File: src/rtl/div_pkg.sv
// div_pkg: shared types and helpers for the iterative divider.
//   div_op_t : operation select (DIV, DIVU, REM, REMU)
//   state_t  : control FSM states
package div_pkg;

  typedef enum logic [1:0] {
    DIV  = 2'b00,
    DIVU = 2'b01,
    REM  = 2'b10,
    REMU = 2'b11
  } div_op_t;

  typedef enum logic [1:0] {
    IDLE = 2'b00,
    CALC = 2'b01,
    FIX  = 2'b10,
    DONE = 2'b11
  } state_t;

  // Signed operations interpret operands as two's complement.
  function automatic logic op_is_signed(input div_op_t op);
    return (op == DIV) || (op == REM);
  endfunction

  // Quotient-producing operations; the others return the remainder.
  function automatic logic op_is_quot(input div_op_t op);
    return (op == DIV) || (op == DIVU);
  endfunction

endpackage

File: src/rtl/div_intf.sv
// div_intf: request/response bundle of div_unit.
//   request : in_valid, in_ready, div_op, in_a (dividend), in_b (divisor)
//   response: out_valid, out_ready, result, zero
//   modports: master (requester), slave (div_unit), cov and asrt (observe only)
interface div_intf
  import div_pkg::*;
#(
  parameter int WIDTH = 32
) ();

  logic             in_valid;
  logic             in_ready;
  div_op_t          div_op;
  logic [WIDTH-1:0] in_a;
  logic [WIDTH-1:0] in_b;
  logic             out_valid;
  logic             out_ready;
  logic [WIDTH-1:0] result;
  logic             zero;

  modport master (
    output in_valid, div_op, in_a, in_b, out_ready,
    input  in_ready, out_valid, result, zero
  );

  modport slave (
    input  in_valid, div_op, in_a, in_b, out_ready,
    output in_ready, out_valid, result, zero
  );

  modport cov (
    input in_valid, in_ready, div_op, in_a, in_b,
          out_valid, out_ready, result, zero
  );

  modport asrt (
    input in_valid, in_ready, div_op, in_a, in_b,
          out_valid, out_ready, result, zero
  );

endinterface

File: src/rtl/div_step.sv
// div_step: one restoring shift-subtract step (purely combinational).
//   rem_i : partial remainder      dvd_i : remaining dividend bits (MSB next)
//   dvs_i : divisor magnitude
//   rem_o : next partial remainder quo_o : dividend bits shifted, new quotient bit in LSB
module div_step #(
  parameter int WIDTH = 32
) (
  input  logic [WIDTH-1:0] rem_i,
  input  logic [WIDTH-1:0] dvd_i,
  input  logic [WIDTH-1:0] dvs_i,
  output logic [WIDTH-1:0] rem_o,
  output logic [WIDTH-1:0] quo_o
);

  logic [WIDTH:0]   shifted_s;
  logic [WIDTH+1:0] trial_s;

  // Shift in the next dividend bit and trial-subtract; the extra top bit is the borrow.
  always_comb begin
    shifted_s = {rem_i, dvd_i[WIDTH-1]};
    trial_s   = {1'b0, shifted_s} - {2'b00, dvs_i};
    if (trial_s[WIDTH+1]) begin
      rem_o = shifted_s[WIDTH-1:0];
    end else begin
      rem_o = trial_s[WIDTH-1:0];
    end
    quo_o = {dvd_i[WIDTH-2:0], ~trial_s[WIDTH+1]};
  end

endmodule

File: src/rtl/div_unit.sv
// div_unit: iterative restoring divider, one quotient bit per clock.
//   clk, rst : clock and asynchronous active-high reset
//   bus      : div_intf slave (request in, result out)
// Divide-by-zero and signed overflow complete on the accept edge; all other
// requests take WIDTH CALC edges plus one FIX edge for sign correction.
module div_unit
  import div_pkg::*;
#(
  parameter int WIDTH = 32
) (
  input  logic     clk,
  input  logic     rst,
  div_intf.slave   bus
);

  localparam int CW = $clog2(WIDTH + 1);
  localparam logic [WIDTH-1:0] ONES    = {WIDTH{1'b1}};
  localparam logic [WIDTH-1:0] ZEROS   = {WIDTH{1'b0}};
  localparam logic [WIDTH-1:0] MOST_NEG = {1'b1, {(WIDTH-1){1'b0}}};

  state_t           state_q, state_d;
  div_op_t          op_q, op_d;
  logic [CW-1:0]    cnt_q, cnt_d;
  logic [WIDTH-1:0] rem_q, rem_d;
  logic [WIDTH-1:0] quo_q, quo_d;
  logic [WIDTH-1:0] dvs_q, dvs_d;
  logic [WIDTH-1:0] result_q, result_d;
  logic             a_neg_q, a_neg_d;
  logic             b_neg_q, b_neg_d;

  logic [WIDTH-1:0] rem_nx_s, quo_nx_s;
  logic [WIDTH-1:0] q_fix_s, r_fix_s;
  logic             sgn_s;

  div_step #(.WIDTH(WIDTH)) u_step (
    .rem_i (rem_q),
    .dvd_i (quo_q),
    .dvs_i (dvs_q),
    .rem_o (rem_nx_s),
    .quo_o (quo_nx_s)
  );

  // Next-state, datapath and result computation.
  always_comb begin
    state_d  = state_q;
    op_d     = op_q;
    cnt_d    = cnt_q;
    rem_d    = rem_q;
    quo_d    = quo_q;
    dvs_d    = dvs_q;
    result_d = result_q;
    a_neg_d  = a_neg_q;
    b_neg_d  = b_neg_q;
    sgn_s    = op_is_signed(bus.div_op);
    q_fix_s  = (a_neg_q ^ b_neg_q) ? (ZEROS - quo_q) : quo_q;
    r_fix_s  = a_neg_q ? (ZEROS - rem_q) : rem_q;

    case (state_q)
      IDLE: begin
        if (bus.in_valid) begin
          op_d = bus.div_op;
          if (bus.in_b == ZEROS) begin
            state_d  = DONE;
            result_d = op_is_quot(bus.div_op) ? ONES : bus.in_a;
          end else if (sgn_s && (bus.in_a == MOST_NEG) && (bus.in_b == ONES)) begin
            state_d  = DONE;
            result_d = (bus.div_op == DIV) ? bus.in_a : ZEROS;
          end else begin
            state_d = CALC;
            cnt_d   = CW'(WIDTH);
            a_neg_d = sgn_s & bus.in_a[WIDTH-1];
            b_neg_d = sgn_s & bus.in_b[WIDTH-1];
            // quo_q starts as the dividend magnitude and is shifted into the quotient.
            quo_d   = (sgn_s & bus.in_a[WIDTH-1]) ? (ZEROS - bus.in_a) : bus.in_a;
            dvs_d   = (sgn_s & bus.in_b[WIDTH-1]) ? (ZEROS - bus.in_b) : bus.in_b;
            rem_d   = ZEROS;
          end
        end else begin
          state_d = IDLE;
        end
      end
      CALC: begin
        rem_d = rem_nx_s;
        quo_d = quo_nx_s;
        cnt_d = cnt_q - CW'(1);
        if (cnt_q == CW'(1)) begin
          state_d = FIX;
        end else begin
          state_d = CALC;
        end
      end
      FIX: begin
        result_d = op_is_quot(op_q) ? q_fix_s : r_fix_s;
        state_d  = DONE;
      end
      DONE: begin
        if (bus.out_ready) begin
          state_d  = IDLE;
          result_d = ZEROS;
        end else begin
          state_d = DONE;
        end
      end
      default: begin
        state_d  = IDLE;
        result_d = ZEROS;
      end
    endcase
  end

  // State and datapath registers.
  always_ff @(posedge clk or posedge rst) begin
    if (rst) begin
      state_q  <= IDLE;
      op_q     <= DIV;
      cnt_q    <= {CW{1'b0}};
      rem_q    <= ZEROS;
      quo_q    <= ZEROS;
      dvs_q    <= ZEROS;
      result_q <= ZEROS;
      a_neg_q  <= 1'b0;
      b_neg_q  <= 1'b0;
    end else begin
      state_q  <= state_d;
      op_q     <= op_d;
      cnt_q    <= cnt_d;
      rem_q    <= rem_d;
      quo_q    <= quo_d;
      dvs_q    <= dvs_d;
      result_q <= result_d;
      a_neg_q  <= a_neg_d;
      b_neg_q  <= b_neg_d;
    end
  end

  assign bus.in_ready  = (state_q == IDLE);
  assign bus.out_valid = (state_q == DONE);
  assign bus.result    = result_q;
  assign bus.zero      = ~|result_q;

endmodule

File: src/flat_wrapper.sv
// flat-port wrapper written by rule: the top's interface ports become plain ports
module div_unit_flat import div_pkg::*;
#(
  parameter int WIDTH = 32
)
  (clk, rst, bus_in_valid, bus_div_op, bus_in_a, bus_in_b, bus_out_ready, bus_in_ready, bus_out_valid, bus_result, bus_zero);
  div_intf #(.WIDTH(WIDTH)) bus_i ();
  input  logic clk;
  input  logic rst;
  input wire logic [$bits(bus_i.in_valid)-1:0] bus_in_valid;
  input wire logic [$bits(bus_i.div_op)-1:0] bus_div_op;
  input wire logic [$bits(bus_i.in_a)-1:0] bus_in_a;
  input wire logic [$bits(bus_i.in_b)-1:0] bus_in_b;
  input wire logic [$bits(bus_i.out_ready)-1:0] bus_out_ready;
  output wire logic [$bits(bus_i.in_ready)-1:0] bus_in_ready;
  output wire logic [$bits(bus_i.out_valid)-1:0] bus_out_valid;
  output wire logic [$bits(bus_i.result)-1:0] bus_result;
  output wire logic [$bits(bus_i.zero)-1:0] bus_zero;
  assign bus_i.in_valid = bus_in_valid;
  assign bus_i.div_op = bus_div_op;
  assign bus_i.in_a = bus_in_a;
  assign bus_i.in_b = bus_in_b;
  assign bus_i.out_ready = bus_out_ready;
  assign bus_in_ready = bus_i.in_ready;
  assign bus_out_valid = bus_i.out_valid;
  assign bus_result = bus_i.result;
  assign bus_zero = bus_i.zero;
  div_unit #(.WIDTH(WIDTH)) u_core (.clk(clk), .rst(rst), .bus(bus_i));
endmodule
File: config.mk
export PLATFORM = sky130hd
export DESIGN_NAME = div_unit_flat
export DESIGN_NICKNAME = d
export VERILOG_FILES = /design/src/rtl/div_pkg.sv /design/src/rtl/div_intf.sv /design/src/rtl/div_step.sv /design/src/rtl/div_unit.sv /design/src/flat_wrapper.sv
export SDC_FILE = /design/constraint.sdc
export NUM_CORES = 1
export LEC_CHECK = 0
export ABC_AREA = 1
export BUFFER_PORTS_ARGS = -buffer_cell sky130_fd_sc_hd__buf_2
export CELL_PAD_IN_SITES_DETAIL_PLACEMENT = 0
export CELL_PAD_IN_SITES_GLOBAL_PLACEMENT = 2
export CORE_UTILIZATION = 35
export DETAILED_ROUTE_END_ITERATION = 12
export PLACE_DENSITY = 0.9
export SKIP_LAST_GASP = 1
export SYNTH_ARGS = -nofsm -noshare
export SYNTH_HDL_FRONTEND = slang
export SYNTH_SLANG_ARGS = --single-unit
File: constraint.sdc
create_clock -name clk -period 9.5 [get_ports clk]
set_clock_uncertainty 0.05 [all_clocks]
set_input_delay 0.475 -clock clk [delete_from_list [all_inputs] [get_ports clk]]
set_output_delay 0.475 -clock clk [all_outputs]
set_load 0.05 [all_outputs]
Word-level counts from Yosys, hierarchy flattened
Cells that the tools add are included.
Word-level totals
  output and inout bits: 35
  input port bits: 70
  register bits after elaboration: 140
Operators by class
  eq/ne operators: 14
  $add $sub $neg: 6
  bitwise operators: 6
  multiplexer cells: 31
  reduce and logical (&&, ||, !) cells: 17
Operators with widths (count)
  two-way mux 32 bit: 18
  case mux 32 bit (2 select lines): 2
  subtractor 1 x 32 -> 32 bit (first input constant): 4
  case mux 32 bit (3 select lines): 1
  == test 32 bit (second input constant): 2
  subtractor 33 x 32 -> 34 bit: 1
  logical NOT 32 bit: 1
  OR reduction 32 bit: 1
  two-way mux 6 bit: 3
  case mux 6 bit (2 select lines): 1
  AND reduction 4 bit: 3
  two-way mux 2 bit: 5
  != test 2 bit (second input constant): 4
  case mux 2 bit (4 select lines): 1
  == test 2 x 1 -> 1 bit (second input constant): 3
  == test 2 bit (second input constant): 3
  == test 6 x 1 -> 1 bit (second input constant): 1
  logical NOT 2 bit: 3
  subtractor 6 x 1 -> 6 bit (second input constant): 1
  logical OR 1 bit: 3
  != test 3 x 1 -> 1 bit (second input constant): 1
  inverter 1 bit: 3
  nonzero test 3 bit: 1
  AND 1 bit: 2
  5 further kinds: 6

Depth between registers and ports, before layout
Gate-level depths: netlist of run 1.
  depth in word-level cells: 8
  mapped depth: 17
  gate-level depth less buffers: 16

Cells and area by module
From an unflattened synthesis of run 1, not the netlist that was laid out.
Unflattened totals
  cells, all modules: 2445
  area total of the unflattened synthesis: 14141.1 um^2
By module, submodules not included
  div_unit: cells each 1775, instances 1, sequential area each 3478.3 um^2, area each 10782.8 um^2
  div_step: cells each 670, instances 1, sequential area each 0.0 um^2, area each 3358.2 um^2

Worst setup path after synthesis of run 1
No wires, ideal clock.
  path kind: reg-to-reg
  start point: register u_core.quo_q[31]
  end point: register u_core.rem_q[28]
  arrival: 2.050 ns
  clock period less this slack: 2.216 ns
  stages on the path, launching flop included: 16
  buffers on the path: 0
  setup slack: 7.284 ns
  setup time: 0.116 ns
  cells stage by stage: dfrtp_1 inv_1 ha_1 fa_1 inv_1 nand2_1 o21ai_0 nand2_1 nand2_1 nand2_1 nand2_1 nand2_1 nand3_1 nand3_1 nand2_1 nand2_1
Between the ends
  longest elaborated chain between the ends: 3
RTL lines
  from (decl): line div_unit.sv:25  | logic [WIDTH-1:0] quo_q, quo_d;
  from (signal assigned): line div_unit.sv:128  | quo_q <= quo_d;
  subtractor 33 x 32 -> 34 bit: line div_step.sv:21  | trial_s = {1'b0, shifted_s} - {2'b00, dvs_i};
  two-way mux 32 bit: line div_step.sv:22  | if (trial_s[WIDTH+1]) begin
  case mux 32 bit (2 select lines): line div_unit.sv:58  | case (state_q)
  to (signal assigned): line div_unit.sv:127  | rem_q <= rem_d;
  to (decl): line div_unit.sv:24  | logic [WIDTH-1:0] rem_q, rem_d;
Every way passes these cells.
A chain may end at the register's enable or synchronous reset.

Worst setup path in the final report of run 1
  start point: register u_core.a_neg_q
  end point: register u_core.result_q[22] (netlist: u_core.bus.result[22])
Between the ends
  longest elaborated chain between the ends: 4
  elaborated cells between the ends (all ways): 5
  those cells by class: mux: 4; bitwise: 1
RTL lines
  from (decl): line div_unit.sv:28  | logic a_neg_q, a_neg_d;
  from (signal assigned): line div_unit.sv:131  | a_neg_q <= a_neg_d;
  bitwise XOR 1 bit: line div_unit.sv:55  | q_fix_s = (a_neg_q ^ b_neg_q) ? (ZEROS - quo_q) : quo_q;
  two-way mux 32 bit: line div_unit.sv:55
  two-way mux 32 bit *: line div_unit.sv:93  | result_d = op_is_quot(op_q) ? q_fix_s : r_fix_s;
  case mux 32 bit (3 select lines) *: line div_unit.sv:58
  to (signal assigned): line div_unit.sv:130  | result_q <= result_d;
  to (decl): line div_unit.sv:27  | logic [WIDTH-1:0] result_q, result_d;
Mark *: on every way between the ends. The rest lies on a longest branch, timed or not.

==> results.yml, run 1 <==
power:
  clockPowerShare: 0.113
  p_comb_frac: 0.689
  intPower_mw: 2.70
  switchingPower_mw: 3.77
  power_frac_seq: 0.198
  power_density_mw_per_mm2: 429
  p_total_mw: 6.47
  switching_share: 0.582
  ir_drop_mv: 0.174
  p_leak_nw: 7.86
synthesis:
  synthFlopType: "dfrtp_1"
  synth.ff_latch_count: 139
  netlist_area_sq_mm: 0.0136
  synth_cell_types: 46
  synth_fp_nets: 2452
  synth_cells: 2342
  async_flop_share: 1.00
  yosysWarnings: 0
  syn_area_per_cell_sq_um: 5.82
  synth_edf_count: 0
  yosysSeqAreaShare: 0.255
floorplanning:
  core_area_sq_mm: 0.0380
  die_h_um: 199
  die_area_sq_mm: 0.0397
  start_util: 0.358
  io_pins: 105
  rows: 71
  die_w_um: 199
critical_path:
  crit_buf_inv: 3
  required_ns: 9.77
  cp.arrival_ns: 3.59
  path_max_fanout: 41
  crit_start: "u_core.a_neg_q"
  worstReg2RegStart: "u_core.a_neg_q"
  crit_path_cell_trace: "buf_4 > xnor2_1 > inv_1 > buf_4 > o21ai_0 > nand2_1 > nand2_1 > nand3_1 > nand3_1 > nand2_1 > nand2_1 > nand2_1"
  slowest_stage: "xnor2_1"
  crit_top_cell: "nand2_1"
  slowest_delay_ns: 0.83
  crit_family: "buffers and inverters"
  crit_path_end_kind: "register"
  critPathKind: "register to register"
  worst_setup_path_start_kind: "register"
placed_design:
  pre_cts_ws_ns: 6.31
  dp_hpwl_um: 43900
  port_buffers: 104
  dp.cells: 2892
  place_congestion: 0.965
  placed_area_sq_mm: 0.0145
clocking:
  cts-root-buf: "clkbuf_16"
  h-tree-depth: 4
  post_cts_resized: 0
  clk_transition_reported_paths_ns: 0.06
  cts-buffers-inserted: 17
  cts_setup_buffers: 0
  cts.hold.buffers_added: 0
  cts_tree: "yes"
  clk_latency_ns: 0.45
  cts_num_sinks: 139
  clockBufferDepth: 2
sta:
  tightest_slew_ns: 1.17
  rsz0062_at_grt: "no"
  hold_viol: 0
  max_freq_mhz: 301
  tns_ns: 0
  min_period_over_period: 0.349
  min_period_ns: 3.32
  holdWs_ns: 0.118
  finalSetupViolCount: 0
  fin_ws_ns: 6.18
  maxSlewHeadroom: 0.218
  drv_slew: 0
finish:
  antenna_cells: 0
  drive_above_1_share: 0.0796
  mostFrequentLayoutCells: "nand2_1, inv_1, nand3_1"
  nNetsFinal: 2510
  area_growth_pct: 10.8
  fin_area_sq_mm: 0.0151
  instances_no_fill: 2924
  final_common_cell: "nand2_1"
  final_util: 0.397
global_route:
  grt_pass1_vias: 14000
  gr-usage-all-layers: 0.285
  grt_pass1_wl_um: 84500
  grt_max_degree: 78
  antenna_found_initial: 1
  grt_overflow: 0
outcome:
  status: "finished clean"
route:
  avgViaCountPerCell: 5.18
  vias: 15100
  ant_nets: 0
  initialDrtViolationCount: 1529
  drcViolationCount: 0
  finalWirelength_um: 55100
  wire_per_inst_um: 18.8
  dr.pass1.iters: 5
job:
  drv_cap: 0
hold_path:
  hold_class: "input port to async pin"
[cells in the mapped netlist (all sizes together) (14+ instances only)]
master / number / area, sq um
nand2: 796 / 3030
inv: 309 / 1160
nor2: 281 / 1120
nand3: 277 / 1420
o21ai: 192 / 976
dfrtp: 139 / 3480
a21oi: 81 / 428
buf: 46 / 305
ha: 39 / 488
nand4: 31 / 194
clkbuf: 29 / 109
xor2: 26 / 228
xnor2: 20 / 175
nor3: 14 / 70.1
[area by class of cell]
type	count	area (sq um)
repair buffers	114	596
flip-flops and latches	139	3480
clock inverters	14	194
fillers	4377	22900
clock buffers	18	429
multi-input cells	1818	8580
inverters	310	1170
well taps	511	639
[flip-flops by register name, summed over array words and instances, names as in the netlist]
register	cells
u_core.bus.result	32
u_core.state_q	2
u_core.a_neg_q	1
u_core.cnt_q	6
u_core.b_neg_q	1
u_core.quo_q	32
u_core.op_q	1
u_core.rem_q	32
u_core.dvs_q	32
[worst register-to-register path, stage by stage (launching register included)]
cell	delay, ns
dfrtp_1	0.36
buf_4	0.25
xnor2_1	0.84
inv_1	0.34
buf_4	0.36
o21ai_0	0.35
nand2_1	0.11
nand2_1	0.08
nand3_1	0.06
nand3_1	0.12
nand2_1	0.10
nand2_1	0.12
nand2_1	0.06
[final timing paths]
| check | slack [ns] | depth (start not counted) | to |
|---|---|---|---|
| max | 6.18 | 12 | u_core.bus.result[22] |
| max in group asynchronous | 7.91 | 3 | u_core.quo_q[27] |
| min | 0.12 | 2 | u_core.bus.result[18] |
| min reg2reg | 0.44 | 2 | u_core.dvs_q[14] |
| max reg2reg | 6.18 | 12 | u_core.bus.result[22] |
| min in group clk | 0.19 | 2 | u_core.state_q[0] |
[power groups by stage]
stage | combinational (mW) | sequential (mW) | clock, mW
after floorplan | 3.13 | 1.32 | 0
after global placement | 4.37 | 1.28 | 0
after detailed placement | 4.40 | 1.28 | 0
after CTS | 4.42 | 1.27 | 0.732
after global routing | 5.01 | 1.31 | 0.760
final | 4.46 | 1.28 | 0.728
[cells by family (layout without fill, tap and decap cells)]
family,after synthesis,count (layout),share of synthesized area
XOR/XNOR,46,46,0.0296
AO/OA/AOI/OAI,306,306,0.120
buffers and inverters,385,456,0.116
AND/OR/NAND/NOR,1426,1426,0.442
adder cells (fa/ha/maj),40,40,0.0373
flip-flops,139,139,0.255
[metal layers]
metal / vias up / share of wire / global-route usage
li1: 7589 / - / -
met1: 7022 / 0.50 / 0.434
met2: 487 / 0.40 / 0.402
met3: 35 / 0.083 / 0.0665
met4: 2 / 0.012 / 0.0547
met5: - / 0.00016 / 0
No activity file was read; power rests on OpenSTA's default activity.
==> run 2, diff against run 1 <==
- CORE_UTILIZATION: 35 -> 33
- PLACE_DENSITY: 0.9 -> 0.86
- clock period: 9.5 -> 3.5 ns (I/O delays scaled with it)
==> results.yml, run 2 (synthesized netlist as in run 1, its figures left out) <==
outcome:
  status: "finished clean"
critical_path:
  required_ns: 3.78
  critPathKind: "register to register"
  path_max_fanout: 19
  worstReg2RegStart: "u_core.rem_q[7]"
  crit_path_end_kind: "register"
  crit_path_cell_trace: "ha_1 > nand2_2 > inv_1 > a21oi_1 > nand3_1 > nand2_1 > nand2_1 > nand2_4 > nand2_4 > inv_4 > nand2_1 > nand3_1 > nand2_1"
  crit_family: "simple AND/OR/NAND/NOR gates"
  crit_top_cell: "nand2_1"
  slowest_stage: "dfrtp_1"
  crit_start: "u_core.rem_q[7]"
  crit_buf_inv: 2
  worst_setup_path_start_kind: "register"
  slowest_delay_ns: 0.51
  cp.arrival_ns: 3.16
route:
  finalWirelength_um: 56100
  drcViolationCount: 0
  vias: 15200
  avgViaCountPerCell: 5.13
  wire_per_inst_um: 18.9
  ant_nets: 0
  initialDrtViolationCount: 1424
  dr.pass1.iters: 6
sta:
  drv_slew: 0
  tns_ns: 0
  tightest_slew_ns: 0.986
  finalSetupViolCount: 0
  rsz0062_at_grt: "no"
  maxSlewHeadroom: 0.341
  hold_viol: 0
  max_freq_mhz: 347
  min_period_over_period: 0.823
  min_period_ns: 2.88
finish:
  nNetsFinal: 2531
  fin_area_sq_mm: 0.0153
  final_common_cell: "nand2_1"
  area_growth_pct: 12.1
  mostFrequentLayoutCells: "nand2_1, inv_1, nand3_1"
  drive_above_1_share: 0.0850
  instances_no_fill: 2966
  antenna_cells: 0
floorplanning:
  die_area_sq_mm: 0.0421
  die_w_um: 205
  rows: 74
  core_area_sq_mm: 0.0407
  io_pins: 105
  die_h_um: 205
  start_util: 0.334
placed_design:
  port_buffers: 104
  dp.cells: 2927
  dp_hpwl_um: 44700
  place_congestion: 0.954
  placed_area_sq_mm: 0.0146
clocking:
  clockBufferDepth: 2
  cts_tree: "yes"
  h-tree-depth: 4
  cts-buffers-inserted: 17
  cts-root-buf: "clkbuf_16"
  cts_num_sinks: 139
  clk_transition_reported_paths_ns: 0.07
  cts_setup_buffers: 0
  clk_latency_ns: 0.45
hold_path:
  hold_class: "input port to register"
  worstHoldStart: "bus_in_b[21]"
global_route:
  antenna_found_initial: 1
  grt_pass1_wl_um: 85600
  gr-usage-all-layers: 0.272
  grt_overflow: 0
  grt_max_degree: 75
  grt_pass1_vias: 13900
job:
  drv_cap: 0
power:
  p_leak_nw: 7.95
  ir_drop_mv: 0.612
  power_density_mw_per_mm2: 1150
-- run 2: changes by cell type in the layout (fill, tap and decap cells not counted), sizes merged --
cell	delta
clkinv	-4
clkbuf	-1
dlygate4sd3	+7
bufinv	-2
buf	+14
clkinvlp	+2
inv	+5
-- run 2: path summary, 6_finish.rpt --
kind	end	slack (ns)	cells past startpoint
max reg2reg	u_core.rem_q[20]	0.62	13
min reg2reg	u_core.dvs_q[8]	0.44	2
max	u_core.rem_q[20]	0.62	13
min	u_core.dvs_q[21]	0.03	3
max in group asynchronous	u_core.dvs_q[3]	2.03	4
min in group asynchronous	u_core.bus.result[23]	0.44	3
-- run 2: metal layers --
metal | track usage | vias to the layer above | routed length, um
met1 | 0.410 | 7034 | 27600
met4 | 0.0595 | 0 | 926
met2 | 0.393 | 503 | 23200
li1 | - | 7628 | -
met5 | 0 | - | 0
met3 | 0.0514 | 42 | 4360
-- run 2: where the power goes --
| part | switching, mW | total, mW | internal (mW) |
|---|---|---|---|
| sequential | 0.876 | 3.35 | 2.47 |
| combinational | 8.47 | 12.2 | 3.74 |
| clock | 0.858 | 1.94 | 1.08 |
-- run 2: area by class of cell --
cell class	count	area (sq um)
timing repair buffer	135	783
multi-input combinational	1818	8570
inverter	310	1170
clock buffer	17	425
clock inverter	15	176
fill	4652	25500
sequential	139	3480
tap	532	666
-- run 2: worst reg2reg max path, stage by stage (launching register included) --
cell	delay (ns)
dfrtp_1	0.51
ha_1	0.40
nand2_2	0.12
inv_1	0.06
a21oi_1	0.27
nand3_1	0.26
nand2_1	0.14
nand2_1	0.10
nand2_4	0.13
nand2_4	0.20
inv_4	0.26
nand2_1	0.09
nand3_1	0.10
nand2_1	0.06
-- run 2: through the flow --
step | power, mW | util | setup slack, ns | hold WS (ns)
2_1_floorplan | 12.1 | - | 1.28 | 0.219
4_1_cts | 17.5 | 0.375 | 0.633 | 0.00579
6_report | 17.5 | 0.375 | 0.621 | 0.0292
5_1_grt | 19.3 | 0.375 | 0.407 | 0.0445
3_5_place_dp | 15.5 | 0.358 | 0.662 | 0.325
3_3_place_gp | 15.5 | 0.358 | 0.575 | 0.318
-- run 2: what timing repair did --
action | in CTS | in global routing
resized for setup | 0 | 0
hold endpoints to repair | 46 | 0
hold buffers | 7 | 0
==> run 3, diff against run 2 <==
- clock period: 3.5 -> 2.7 ns (I/O delays scaled with it)
==> results.yml, run 3 (synthesized netlist as in run 1, its figures left out) <==
sta:
  min_period_ns: 2.53
  finalSetupViolCount: 0
  min_period_over_period: 0.938
  tns_ns: 0
  maxSlewHeadroom: 0.341
  drv_slew: 0
  max_freq_mhz: 395
  hold_viol: 0
  rsz0062_at_grt: "no"
  tightest_slew_ns: 0.989
hold_path:
  hold_class: "input port to register"
global_route:
  antenna_found_initial: 0
  grt_max_degree: 140
  grt_pass1_vias: 14400
  grt_overflow: 0
  grt_pass1_wl_um: 84400
  gr-usage-all-layers: 0.267
floorplanning:
  core_area_sq_mm: 0.0407
  die_area_sq_mm: 0.0421
  io_pins: 105
  start_util: 0.334
  die_w_um: 205
  die_h_um: 205
  rows: 74
job:
  drv_cap: 0
route:
  avgViaCountPerCell: 5.12
  dr.max_layer_used: "met4"
  vias: 15400
  wire_per_inst_um: 18.3
  dr.pass1.iters: 5
  met1_length_um: 27400
  wl_met2_um: 23200
  initialDrtViolationCount: 1427
  finalWirelength_um: 55300
  met3_wirelength_um: 3600
  ant_nets: 0
  drcViolationCount: 0
placed_design:
  port_buffers: 104
  dp_hpwl_um: 44200
  place_congestion: 0.938
critical_path:
  slowest_stage: "dfrtp_1"
  crit_path_end_kind: "register"
  crit_path_cell_trace: "ha_1 > fa_1 > inv_2 > nand2_1 > o21ai_0 > buf_4 > nand2_1 > nand2_2 > nand2_1 > nand2_1 > nand2_1 > nand3_1 > nand3_1 > nand2_1 > nand2_1"
  required_ns: 3.00
  crit_top_cell: "nand2_1"
  crit_family: "simple AND/OR/NAND/NOR gates"
  path_max_fanout: 4
  crit_buf_inv: 2
  slowest_delay_ns: 0.44
  cp.arrival_ns: 2.83
  worst_setup_path_start_kind: "register"
  critPathKind: "register to register"
finish:
  final_util: 0.386
  mostFrequentLayoutCells: "nand2_1, inv_1, nand3_1"
  nNetsFinal: 2578
  area_growth_pct: 15.5
  drive_above_1_share: 0.0976
  final_common_cell: "nand2_1"
clocking:
  clockBufferDepth: 2
  clk_transition_reported_paths_ns: 0.06
  h-tree-depth: 4
  cts-buffers-inserted: 17
  cts_num_sinks: 139
  cts_tree: "yes"
  cts-root-buf: "clkbuf_16"
  clk_latency_ns: 0.46
power:
  switchingPower_mw: 13.2
  ir_drop_mv: 0.703
  intPower_mw: 10.0
  power_frac_seq: 0.181
  switching_share: 0.568
  p_leak_nw: 8.18
  clockPowerShare: 0.102
  power_density_mw_per_mm2: 1480
  p_comb_frac: 0.717
outcome:
  status: "finished clean"
[run 3: path summary, 6_finish.rpt]
kind / startpoint / to / slack, ns / cells past startpoint
worst max-delay path: u_core.dvs_q[0] / u_core.rem_q[28] / 0.17 / 15
worst min-delay path: bus_in_b[6] / u_core.dvs_q[6] / 0.02 / 3
worst max register to register: u_core.dvs_q[0] / u_core.rem_q[28] / 0.17 / 15
worst min register to register: u_core.dvs_q[28] / u_core.dvs_q[28] / 0.44 / 2
max in group asynchronous: rst / u_core.dvs_q[11] / 1.45 / 4
min in group asynchronous: rst / u_core.bus.result[30] / 0.32 / 4
[run 3: timing repair]
item | CTS | global route
endpoints found under the setup margin | 0 | 11
hold endpoints to repair | 158 | 0
setup buffers | 0 | 2
hold buffers | 20 | 0
gates resized for setup | 0 | 8
[run 3: layout make-up]
class	instances	area, sq um
Antenna cell	1	2.50
Clock buffer	24	472
Clock inverter	7	91.3
Fill cell	4556	25000
Inverter	310	1170
Multi-Input combinational cell	1818	8610
Sequential cell	139	3480
Tap cell	532	666
Timing Repair Buffer	182	1240
[run 3: power groups by stage]
stage                     Clock, mW  Combinational [mW]  Sequential [mW]
after floorplan                   0                11.0             4.65
after global placement            0                16.3             4.18
after detailed placement          0                16.4             4.20
after CTS                      2.43                16.5             4.18
after global routing           2.50                18.6             4.32
final                          2.38                16.6             4.20
[run 3: per-layer routing]
metal | GRT usage | vias to the layer above
met5 | 0 | -
met4 | 0.0788 | 0
met2 | 0.393 | 463
met3 | 0.0487 | 48
met1 | 0.392 | 7174
li1 | - | 7735
[run 3: per-stage QoR]
stage	hold WS [ns]	power [mW]	std cells	setup WS [ns]	cell area, sq um
global placement	0.299	20.5	2959	0.0599	14900
floorplan	0.179	15.7	2342	0.484	13600
CTS	0.00497	23.1	3010	0.0604	15700
detailed placement	0.308	20.6	2959	0.0684	14900
global route	0.0284	25.5	3012	0.00673	15700
finish	0.0213	23.2	3013	0.168	15700
[run 3: worst reg2reg max path, delay by kind of cell (launching register included)]
kind	cells	cell delay (ns)
DFF	1	0.44
buffers and inverters	2	0.26
AOI/OAI and AO/OA	1	0.15
and+or+nand+nor	10	0.88
adders and majority gates	2	0.65
